File: config.mk
export PLATFORM = sky130hd
export DESIGN_NAME = control_pipe
export DESIGN_NICKNAME = d
export VERILOG_FILES = /design/src/rtl/ctrl_pkg.sv /design/src/rtl/ctrl_decode.sv /design/src/rtl/control_pipe.sv
export SDC_FILE = /design/constraint.sdc
export NUM_CORES = 1
export LEC_CHECK = 0
export ABC_AREA = 1
export ABC_CLOCK_PERIOD_IN_PS = 2850
export CORE_ASPECT_RATIO = 1.2
export CORE_UTILIZATION = 45
export DETAILED_ROUTE_END_ITERATION = 6
export PLACE_DENSITY = 0.74
export SYNTH_ARGS = -nofsm -noshare
export SYNTH_HDL_FRONTEND = slang
export SYNTH_SLANG_ARGS = --single-unit
export TNS_END_PERCENT = 5
File: constraint.sdc
create_clock -name clk -period 2.85 [get_ports clk]
set_input_delay 0.57 -clock clk [delete_from_list [all_inputs] [get_ports clk]]
set_output_delay 0.57 -clock clk [all_outputs]
set_load 0.005 [all_outputs]
File: src/rtl/ctrl_pkg.sv
// ctrl_pkg: opcode encodings, control-group widths, decode-table constants
// and the bubble constant shared by the decoder and the control pipeline.
package ctrl_pkg;

  localparam int PKG_OP_W = 6;
  localparam int PKG_EX_W = 4;
  localparam int PKG_M_W  = 2;
  localparam int PKG_WB_W = 2;
  localparam int PKG_DE_W = 2;

  // Opcodes recognised by the decoder
  localparam logic [PKG_OP_W-1:0] OP_R    = 6'b000000;
  localparam logic [PKG_OP_W-1:0] OP_J    = 6'b000010;
  localparam logic [PKG_OP_W-1:0] OP_JAL  = 6'b000011;
  localparam logic [PKG_OP_W-1:0] OP_BEQ  = 6'b000100;
  localparam logic [PKG_OP_W-1:0] OP_BNE  = 6'b000101;
  localparam logic [PKG_OP_W-1:0] OP_ADDI = 6'b001000;
  localparam logic [PKG_OP_W-1:0] OP_SLTI = 6'b001010;
  localparam logic [PKG_OP_W-1:0] OP_ANDI = 6'b001100;
  localparam logic [PKG_OP_W-1:0] OP_ORI  = 6'b001101;
  localparam logic [PKG_OP_W-1:0] OP_XORI = 6'b001110;
  localparam logic [PKG_OP_W-1:0] OP_LW   = 6'b100011;
  localparam logic [PKG_OP_W-1:0] OP_SW   = 6'b101011;

  // One decoded instruction: DE is used in ID, the rest ride the pipeline
  typedef struct packed {
    logic [PKG_DE_W-1:0] de;
    logic [PKG_EX_W-1:0] ex;
    logic [PKG_M_W-1:0]  m;
    logic [PKG_WB_W-1:0] wb;
  } ctrl_t;

  localparam ctrl_t CTRL_BUBBLE = '0;
  localparam ctrl_t CTRL_LW     = '{de: 2'b00, ex: 4'b0100, m: 2'b10, wb: 2'b10};
  localparam ctrl_t CTRL_SW     = '{de: 2'b00, ex: 4'b0100, m: 2'b01, wb: 2'b00};
  localparam ctrl_t CTRL_BEQ    = '{de: 2'b11, ex: 4'b0001, m: 2'b00, wb: 2'b00};
  localparam ctrl_t CTRL_BNE    = '{de: 2'b10, ex: 4'b0001, m: 2'b00, wb: 2'b00};
  localparam ctrl_t CTRL_R      = '{de: 2'b00, ex: 4'b1010, m: 2'b00, wb: 2'b11};
  localparam ctrl_t CTRL_IMM    = '{de: 2'b00, ex: 4'b1110, m: 2'b00, wb: 2'b11};
  localparam ctrl_t CTRL_J      = '{de: 2'b01, ex: 4'b0000, m: 2'b00, wb: 2'b00};
  localparam ctrl_t CTRL_JAL    = '{de: 2'b01, ex: 4'b0000, m: 2'b00, wb: 2'b10};

endpackage

File: src/rtl/ctrl_decode.sv
// ctrl_decode: pure combinational opcode -> {DE,EX,M,WB} plus illegal flag.
// Optional feature macro: CTRL_JUMP_EN (adds J/JAL decode; otherwise they are illegal).
module ctrl_decode
  import ctrl_pkg::*;
(
  input  logic [PKG_OP_W-1:0] opcode_i,
  input  logic                valid_i,
  output ctrl_t               ctrl_o,
  output logic                illegal_o
);

  ctrl_t w_ctrl;
  logic  w_illegal;

  // Table lookup; unknown opcodes give all-zero control and raise illegal
  always_comb begin
    w_ctrl    = CTRL_BUBBLE;
    w_illegal = 1'b0;
    case (opcode_i)
      OP_LW:   w_ctrl = CTRL_LW;
      OP_SW:   w_ctrl = CTRL_SW;
      OP_BEQ:  w_ctrl = CTRL_BEQ;
      OP_BNE:  w_ctrl = CTRL_BNE;
      OP_R:    w_ctrl = CTRL_R;
      OP_ADDI, OP_ANDI, OP_SLTI, OP_ORI, OP_XORI:
               w_ctrl = CTRL_IMM;
`ifdef CTRL_JUMP_EN
      OP_J:    w_ctrl = CTRL_J;
      OP_JAL:  w_ctrl = CTRL_JAL;
`endif
      default: w_illegal = 1'b1;
    endcase
  end

  // A bubble in ID decodes to nothing and is never illegal
  always_comb begin
    ctrl_o    = CTRL_BUBBLE;
    illegal_o = 1'b0;
    if (valid_i) begin
      ctrl_o    = w_ctrl;
      illegal_o = w_illegal;
    end
  end

endmodule

File: src/rtl/control_pipe.sv
// control_pipe: ID-stage control decode carried through ID/EX, EX/MEM and
// MEM/WB, with stall/flush bubbles, global hold (with pending flush), and
// illegal-opcode pulse plus saturating counter.
// Optional feature macro: CTRL_JUMP_EN (handled inside ctrl_decode).
module control_pipe
  import ctrl_pkg::*;
#(
  parameter int OP_W  = PKG_OP_W,
  parameter int EX_W  = PKG_EX_W,
  parameter int M_W   = PKG_M_W,
  parameter int WB_W  = PKG_WB_W,
  parameter int DE_W  = PKG_DE_W,
  parameter int CNT_W = 8
) (
  input  logic             clk,
  input  logic             rst_n,
  input  logic [OP_W-1:0]  opcode_i,
  input  logic             valid_i,
  input  logic             stall_i,
  input  logic             flush_i,
  input  logic             hold_i,
  output logic [DE_W-1:0]  de_ctrl_o,
  output logic [EX_W-1:0]  ex_ctrl_o,
  output logic [M_W-1:0]   m_ctrl_o,
  output logic [WB_W-1:0]  wb_ctrl_o,
  output logic             vld_ex_o,
  output logic             vld_mem_o,
  output logic             vld_wb_o,
  output logic             illegal_o,
  output logic [CNT_W-1:0] illegal_cnt_o
);

  ctrl_t w_dec;
  logic  w_dec_illegal;
  logic  w_bubble;
  logic  w_accept;

  // ID/EX
  logic [EX_W-1:0]  r_idex_ex;
  logic [M_W-1:0]   r_idex_m;
  logic [WB_W-1:0]  r_idex_wb;
  logic             r_idex_vld;
  // EX/MEM
  logic [M_W-1:0]   r_exmem_m;
  logic [WB_W-1:0]  r_exmem_wb;
  logic             r_exmem_vld;
  // MEM/WB
  logic [WB_W-1:0]  r_memwb_wb;
  logic             r_memwb_vld;

  logic             r_flush_pend;
  logic             r_illegal;
  logic [CNT_W-1:0] r_illegal_cnt;

  ctrl_decode u_decode (
    .opcode_i  (opcode_i),
    .valid_i   (valid_i),
    .ctrl_o    (w_dec),
    .illegal_o (w_dec_illegal)
  );

  // A pending flush from a hold period squashes the first advancing instruction
  assign w_bubble = stall_i | flush_i | r_flush_pend | ~valid_i;
  assign w_accept = ~hold_i & ~w_bubble;

  assign de_ctrl_o = w_dec.de;

  // ID/EX register: decode or bubble on advance, frozen on hold
  always_ff @(posedge clk or negedge rst_n) begin
    if (!rst_n) begin
      r_idex_ex  <= '0;
      r_idex_m   <= '0;
      r_idex_wb  <= '0;
      r_idex_vld <= 1'b0;
    end else if (!hold_i) begin
      if (w_bubble) begin
        r_idex_ex  <= CTRL_BUBBLE.ex;
        r_idex_m   <= CTRL_BUBBLE.m;
        r_idex_wb  <= CTRL_BUBBLE.wb;
        r_idex_vld <= 1'b0;
      end else begin
        r_idex_ex  <= w_dec.ex;
        r_idex_m   <= w_dec.m;
        r_idex_wb  <= w_dec.wb;
        r_idex_vld <= 1'b1;
      end
    end
  end

  // EX/MEM register: shift down M and WB groups
  always_ff @(posedge clk or negedge rst_n) begin
    if (!rst_n) begin
      r_exmem_m   <= '0;
      r_exmem_wb  <= '0;
      r_exmem_vld <= 1'b0;
    end else if (!hold_i) begin
      r_exmem_m   <= r_idex_m;
      r_exmem_wb  <= r_idex_wb;
      r_exmem_vld <= r_idex_vld;
    end
  end

  // MEM/WB register: shift down WB group
  always_ff @(posedge clk or negedge rst_n) begin
    if (!rst_n) begin
      r_memwb_wb  <= '0;
      r_memwb_vld <= 1'b0;
    end else if (!hold_i) begin
      r_memwb_wb  <= r_exmem_wb;
      r_memwb_vld <= r_exmem_vld;
    end
  end

  // Remember a flush that arrived while frozen; consumed by the first advance
  always_ff @(posedge clk or negedge rst_n) begin
    if (!rst_n) begin
      r_flush_pend <= 1'b0;
    end else if (hold_i) begin
      if (flush_i) r_flush_pend <= 1'b1;
    end else begin
      r_flush_pend <= 1'b0;
    end
  end

  // Illegal pulse source; cleared on hold so no stale pulse reappears afterwards
  always_ff @(posedge clk or negedge rst_n) begin
    if (!rst_n) begin
      r_illegal <= 1'b0;
    end else if (hold_i) begin
      r_illegal <= 1'b0;
    end else begin
      r_illegal <= w_accept & w_dec_illegal;
    end
  end

  // Saturating count of illegal opcodes accepted into ID/EX
  always_ff @(posedge clk or negedge rst_n) begin
    if (!rst_n) begin
      r_illegal_cnt <= '0;
    end else if (w_accept && w_dec_illegal && (r_illegal_cnt != {CNT_W{1'b1}})) begin
      r_illegal_cnt <= r_illegal_cnt + 1'b1;
    end
  end

  assign ex_ctrl_o     = r_idex_ex;
  assign m_ctrl_o      = r_exmem_m;
  assign wb_ctrl_o     = r_memwb_wb;
  assign vld_ex_o      = r_idex_vld;
  assign vld_mem_o     = r_exmem_vld;
  assign vld_wb_o      = r_memwb_vld;
  assign illegal_o     = r_illegal & ~hold_i;
  assign illegal_cnt_o = r_illegal_cnt;

endmodule

Yosys cells after proc, flatten, opt, wreduce, memory -nomap -nowiden

Index checks and enable logic that the tools add are counted.

Input bits: 12
Register bits: 27
Output and inout bits: 22

Muxes and demuxes: 11
Eq/ne operators: 11
$add $sub $neg: 1
Reductions and logical operators: 5
Bitwise operators: 9

Operator list:

| cell                                                            | count |
|---|---|
| 10-bit one-hot mux with 6 select lines                          | 1 |
| 6-bit by 4-bit == test with 1-bit output, second input constant | 5 |
| 6-bit by 3-bit == test with 1-bit output, second input constant | 2 |
| 6-bit == test, second input constant                            | 2 |
| 10-bit 2-to-1 mux                                               | 1 |
| 10-bit OR reduction                                             | 1 |
| 8-bit by 1-bit adder with 8-bit output, second input constant   | 1 |
| 8-bit inequality test, second input constant                    | 1 |
| 6-bit zero test                                                 | 1 |
| 1-bit 2-to-1 mux                                                | 6 |
| 5-bit OR reduction                                              | 1 |
| 2-bit 2-to-1 mux                                                | 2 |
| 4-bit 2-to-1 mux                                                | 1 |
| 1-bit bitwise AND                                               | 3 |
| 1-bit NOT                                                       | 3 |
| 1-bit OR                                                        | 3 |
| 1-bit logical AND                                               | 2 |
| 2-bit inequality test, second input constant                    | 1 |

Longest topological paths before layout

Gate-level depths: netlist of the first run.

Word-level depth: 7
Mapped depth: 9
Gate-level depth less buffers: 9

Cells and area by module

A second synthesis of the first run with hierarchy kept.

Cells, all modules: 197
Area, all modules: 1506.4 sq um

By module, submodules not included:

| module       | seq. area each (sq um) | area each (sq um) | cells each | times used |
|---|---|---|---|---|
| control_pipe | 675.6                  | 1258.7            | 147        | 1 |
| ctrl_decode  | 0.0                    | 247.7             | 50         | 1 |

Worst setup path after synthesis of the first run

No wires, ideal clock.

Path type: input to output
Start point: input opcode_i[5]
End point: output de_ctrl_o[1]
Arrival time: 1.036 ns
Setup slack: 1.244 ns
Data required time: 2.280 ns
Path buffers: 0
Stages on the path: 3
Path through: nor2_1 > nand3b_2 > nor2_1

Longest elaborated chain between the ends: 4
Elaborated cells on any way between the ends: 13
Those cells by class: eq/ne: 9; mux: 2; reduce/logical: 2

RTL lines:

| element                                    | RTL line           | source |
|---|---|---|
| start, declared                            | control_pipe.sv:17 | `input logic [OP_W-1:0] opcode_i,` |
| 6-bit by 4-bit == test with 1-bit output   | ctrl_decode.sv:19  | `case (opcode_i)` |
| 5-bit OR reduction                         | ctrl_decode.sv:19  |  |
| 10-bit one-hot mux with 6 select lines (*) | ctrl_decode.sv:19  |  |
| 10-bit 2-to-1 mux (*)                      | ctrl_decode.sv:39  | `if (valid_i) begin` |
| end, declared                              | control_pipe.sv:22 | `output logic [DE_W-1:0] de_ctrl_o,` |

Mark *: on every way between the ends. The rest lies on a longest branch, timed or not.

Final worst setup path of the first run

Start point: input opcode_i[2]
End point: output de_ctrl_o[1]

The elaborated chain is that of the path after synthesis.

==> run_results.csv, run 1 <==
group,metric,value,unit
outcome,status,"completed",
sta,slew_viol_final,0,
detailed_routing,wl_met2,1.28,mm
sta,hold_viol,0,
logic_synthesis,synth.distinct_cells,28,
grt,gr-total-overflow,0,
placement,dp_slack,0.228,ns
job,drv_cap,0,
hold_path,hold_path.class,"flip-flop to flip-flop",
clock_network,clk_pin_slew,0.13,ns
detailed_routing,antenna_left,0,
pwr,ir_drop,0.205,mV
clock_network,ctsResizeCount,0,
placement,gp_congestion,0.816,
final_layout,num_antenna_cells,0,
pwr,power.leakage,0.842,nW
detailed_routing,vias_per_cell,5.03,
floorplan,die_x,51.7,um
logic_synthesis,syn_inst,155,
sta,finClkSkew,0.00850,ns
pwr,power.total,697,uW
final_layout,fillerInstances,236,
worst_setup_path,worst-setup-path-type,"primary input to output pin",
sta,max_freq,382,MHz
logic_synthesis,yosysWarnings,0,
placement,dp_hpwl,1.99,mm
pwr,p_per_area,407,mW/mm2
pwr,sw_frac_of_total,28.1,%
pwr,clockPowerShare,23.4,%
sta,tightest_slew,0.309,ns
pwr,p_int,501,uW
final_layout,post-route-util,60.9,%
final_layout,final_nets,203,
pwr,p_switching,196,uW
clock_network,htreeDepth,1,
grt,grt_max_degree,26,
grt,grtUsageTotal,18.4,%
sta,slew_headroom,79.4,%
clock_network,hold_buffers,0,
grt,grt_pass1_wl,4.32,mm
worst_setup_path,cp_data_required_time,2.28,ns
detailed_routing,wl,2.60,mm
sta,fin_tns_setup,0,ns
sta,rsz0062_at_grt,"no",
logic_synthesis,seq_area_frac_synth,46.9,%
logic_synthesis,synth_seq_cells,25,
final_layout,regArea,626,um2
floorplan,rows,21,
pwr,pwr-share-seq,57.0,%
clock_network,root_buffer,"clkbuf_4",
grt,antenna_found_initial,0,
final_layout,drive_above_1_share,11.1,%
detailed_routing,first_pass_iters,4,
pwr,pwr-share-comb,19.6,%
clock_network,cts_buffers,3,
floorplan,die_h,61.6,um
floorplan,num_io_pins,34,
detailed_routing,drtIter0Drc,41,
floorplan,core,0.00281,mm2
clock_network,clkLatencyLatePin,0.32,ns
worst_setup_path,worst-path-max-fanout,3,
logic_synthesis,synth_fp_nets,168,
sta,layout_setup_ws,0.229,ns
clock_network,post-cts-setup-buffers,0,
sta,setup_viol_count_final,0,
floorplan,initial_core_util,47.4,%
logic_synthesis,avgSynthCellArea,8.60,um2
clock_network,clock-sinks,25,
clock_network,cts_tree,"built",
sta,timing.final.crit_share,91.9,%
detailed_routing,wl_met3,98,um
detailed_routing,drc,0,
clock_network,cts_max_path_buffers,2,
detailed_routing,wl_met1,1.18,mm
worst_setup_path,arrival,2.05,ns
grt,grt_pass1_vias,990,
worst_setup_path,cp-end-kind,"output pin",
sta,hold_ws,0.488,ns
sta,fin_crit,2.62,ns
detailed_routing,top_layer,"met4",
placement,io_buffers,33,
final_layout,syn_to_final_growth,28.5,%
floorplan,dieArea,0.00318,mm2
worst_setup_path,crit_path_start_kind,"primary input",
detailed_routing,wl_per_cell,11.7,um
logic_synthesis,synth_area,0.00133,mm2
detailed_routing,num_vias,1122,
final_layout,multi_input_area,599,um2
==> cells in the final DEF (no fill, tap or decap), drive strengths merged <==
cell type and n:
clkdlybuf4s50 33, clkinv 1, nor3 2, clkbuf 3, o21ai 12, nand3b 4, buf 2, o211ai 1
ha 1, nand4 9, nor2 17, nand3 6, nand2 50, xor2 3, a22o 1, dfrtp 25
inv 19
==> cell usage after synthesis (all sizes together) <==
cell    number  share of area [%]
nand2       50                 16
dfrtp       25                 47
inv         19                5.4
nor2        17                8.0
o21ai       12                4.5
nand4        9                5.4
nand3        6                3.6
buf          5                2.7
nand3b       4                2.5
xor2         3                2.0
nor3         2                1.1
a22o         1               0.66
ha           1               0.94
o211ai       1               0.56
==> power groups by stage <==
stage	Combinational [mW]	Clock (mW)	Sequential (mW)
6_report	0.137	0.163	0.397
5_1_grt	0.152	0.181	0.401
4_1_cts	0.138	0.165	0.397
3_5_place_dp	0.138	0	0.405
3_3_place_gp	0.136	0	0.402
2_1_floorplan	0.0611	0	0.404
==> stage by stage <==
stage                     cells  cell area, um2
after detailed placement    219            1680
final                       223            1710
after CTS                   223            1710
after global placement      219            1680
after global routing        223            1710
after floorplan             155            1330
==> flip-flops by register name, indices dropped and copies added (netlist names), 2 cells and up <==
name           count
m_ctrl_o           2
r_idex_m           2
ex_ctrl_o          3
illegal_cnt_o      8
wb_ctrl_o          2
r_exmem_wb         2
==> worst max-delay path, stage by stage <==
cell,delay [ns]
clkdlybuf4s50_1,0.51
inv_1,0.08
nor2_2,0.12
nand3b_2,0.14
nor2_1,0.12
clkdlybuf4s50_1,0.51
==> cells by family (layout without fill, tap and decap cells) <==
group | Yosys count | in the layout | synth area share, %
AND/OR/NAND/NOR | 88 | 88 | 36.3
adder cells (fa/ha/maj) | 1 | 1 | 0.939
AO/OA/AOI/OAI | 14 | 14 | 5.73
XOR/XNOR | 3 | 3 | 1.97
flip-flops | 25 | 25 | 46.9
buffers and inverters | 24 | 58 | 8.07
==> worst paths after layout <==
kind / start / endpoint / slack [ns] / cells after the start
setup / recovery: opcode_i[2] / de_ctrl_o[1] / 0.23 / 6
hold / removal: r_exmem_wb[0] / wb_ctrl_o[0] / 0.49 / 2
setup reg to reg: illegal_cnt_o[0] / illegal_cnt_o[3] / 1.44 / 7
hold reg to reg: r_exmem_wb[0] / wb_ctrl_o[0] / 0.49 / 2
max in group asynchronous: rst_n / r_idex_wb[1] / 2.02 / 2
min in group asynchronous: rst_n / vld_mem_o / 0.59 / 2
==> cell type report <==
class                           instances  share of cell area [%]
Tap cell                               34                    2.49
Sequential cell                        25                    36.5
Clock buffer                            3                    1.32
Timing Repair Buffer                   35                    20.2
Clock inverter                          1                   0.292
Multi-Input combinational cell        106                    35.0
Inverter                               19                    4.17
==> metal layers <==
layer,vias to the layer above,track usage [%]
li1,561,-
met1,525,23.7
met2,32,31.0
met3,4,2.47
met4,0,8.11
met5,-,0
(Power assumes the default switching activity.)
==> inputs of run 2 (changes only) <==
--- a/config.mk
+++ b/config.mk
@@ -8,10 +8,10 @@
 export ABC_AREA = 1
 export ABC_CLOCK_PERIOD_IN_PS = 2850
 export CORE_ASPECT_RATIO = 1.2
+export CORE_MARGIN = 2
 export CORE_UTILIZATION = 45
 export DETAILED_ROUTE_END_ITERATION = 6
 export PLACE_DENSITY = 0.74
 export SYNTH_ARGS = -nofsm -noshare
 export SYNTH_HDL_FRONTEND = slang
 export SYNTH_SLANG_ARGS = --single-unit
-export TNS_END_PERCENT = 5
==> run 2 against run 1 <==
Hold slack better by 0.0035 ns. Largest power group unchanged. Critical path depth is 1 lower. Setup slack worse by 0.0064 ns. Combinational power is 3% higher. Via count is 2.1% lower. Design area hardly changed. Final cell count stayed put. Non-clock buffer count stayed put. Routed wire length is 5.8% higher. Maximum frequency is 0.24% lower.
==> run_results.csv, run 2 (synthesis results as in run 1) <==
group,metric,value,unit
worst_setup_path,worst-path-max-fanout,3,
pwr,ir_drop,0.282,mV
grt,grt_pass1_vias,1073,
worst_setup_path,crit_path_start_kind,"primary input",
detailed_routing,antenna_left,0,
floorplan,num_io_pins,34,
grt,met3_usage,1.90,%
floorplan,die_x,53.7,um
worst_setup_path,cp_data_required_time,2.28,ns
clock_network,htreeDepth,1,
clock_network,cts_max_path_buffers,2,
sta,max_freq,381,MHz
grt,busiest_layer,"met2",
final_layout,mostFrequentLayoutCells,"nand2_1, clkdlybuf4s50_1, dfrtp_1, inv_1, nor2_1",
worst_setup_path,worst-setup-path-type,"primary input to output pin",
final_layout,final_common_cell,"nand2_1",
final_layout,final_nets,203,
worst_setup_path,cpPeakStageDelay,0.51,ns
worst_setup_path,arrival,2.06,ns
placement,gp_congestion,0.828,
sta,finClkSkew,0.0105,ns
floorplan,core,0.00281,mm2
clock_network,hold_buffers,0,
floorplan,die_h,63.6,um
placement,place_inst,219,
sta,slew_viol_final,0,
placement,io_buffers,33,
sta,tightest_slew,0.319,ns
grt,grtUsageMet1,26.8,%
final_layout,post-route-util,60.8,%
clock_network,ctsResizeCount,0,
floorplan,initial_core_util,47.4,%
worst_setup_path,slowest_stage,"clkdlybuf4s50_1",
grt,use_met2,29.7,%
detailed_routing,drtIter0Drc,33,
sta,timing.final.crit_share,92.2,%
pwr,p_per_area,407,mW/mm2
clock_network,clkLatencyLatePin,0.31,ns
sta,rsz0062_at_grt,"no",
detailed_routing,wl_per_cell,12.3,um
sta,slew_headroom,78.7,%
placement,dpl_cell_area,0.00168,mm2
outcome,status,"completed",
sta,fin_tns_setup,0,ns
pwr,power.leakage,0.840,nW
sta,hold_viol,0,
hold_path,hold_path.class,"flip-flop to flip-flop",
final_layout,drive_above_1_share,10.6,%
grt,grtUsageTotal,18.9,%
final_layout,fin_cells,223,
floorplan,dieArea,0.00341,mm2
placement,dp_hpwl,2.09,mm
final_layout,syn_to_final_growth,28.4,%
clock_network,post-cts-setup-buffers,0,
floorplan,rows,21,
detailed_routing,vias_per_cell,4.92,
clock_network,cts_buffers,3,
detailed_routing,wl,2.75,mm
final_layout,fillerInstances,236,
worst_setup_path,cp-end-kind,"output pin",
detailed_routing,first_pass_iters,4,
grt,gr-total-overflow,0,
final_layout,design_area,0.00171,mm2
grt,grt_max_degree,26,
detailed_routing,drc,0,
final_layout,num_antenna_cells,0,
grt,antenna_found_initial,0,
sta,fin_crit,2.63,ns
clock_network,clock-sinks,25,
sta,setup_viol_count_final,0,
worst_setup_path,critPathTopFamily,"buffers and inverters",
job,drv_cap,0,
clock_network,root_buffer,"clkbuf_4",
clock_network,clk_pin_slew,0.13,ns
worst_setup_path,path_cells,"clkdlybuf4s50_1, nor2_1, nand3b_2, nor2_1, clkdlybuf4s50_1",
final_layout,largest_register_ffs,8,
grt,grt_pass1_wl,4.86,mm
clock_network,cts_tree,"built",
detailed_routing,num_vias,1098,
worst_setup_path,path_buf_inv,2,
## run 2: area by class of cell
class | count | area, um2 | area share, %
tap | 34 | 42.5 | 2.49
sequential | 25 | 626 | 36.6
inverter | 19 | 71.3 | 4.17
multi-input combinational | 106 | 599 | 35.0
clock buffer | 4 | 26.3 | 1.54
timing repair buffer | 35 | 345 | 20.2
## run 2: layer usage
metal | part of all wire [%] | vias to the layer above
met5 | 0 | -
met4 | 0.98 | 0
met3 | 3.8 | 2
met2 | 51 | 27
met1 | 44 | 504
li1 | - | 565
## run 2: path summary, 6_finish.rpt
kind                                   from                to  slack (ns)  cells after the start
min                           r_exmem_wb[0]      wb_ctrl_o[0]        0.49                      2
min reg2reg                   r_exmem_wb[0]      wb_ctrl_o[0]        0.49                      2
min in group asynchronous             rst_n       r_idex_m[0]        0.60                      2
max reg2reg                illegal_cnt_o[0]  illegal_cnt_o[4]        1.38                      7
max                             opcode_i[5]      de_ctrl_o[1]        0.22                      5
max in group asynchronous             rst_n          vld_ex_o        2.01                      2
## run 2: per-stage QoR
stage	hold slack [ns]	power, mW	setup slack, ns
2_1_floorplan	0.274	0.465	1.24
3_3_place_gp	0.452	0.539	0.302
3_5_place_dp	0.461	0.546	0.231
4_1_cts	0.494	0.699	0.212
5_1_grt	0.520	0.734	0.133
6_report	0.492	0.696	0.223
## run 2: report_power, final
| part | switching [mW] | internal, mW |
|---|---|---|
| clock network | 0.102 | 0.0546 |
| registers | 0.0229 | 0.375 |
| logic | 0.0674 | 0.0734 |
## run 2: worst min-delay path, delay by kind of cell (launching register included)
kind	cells	cell delay, ns
flops	1	0.37
simple gates	2	0.10
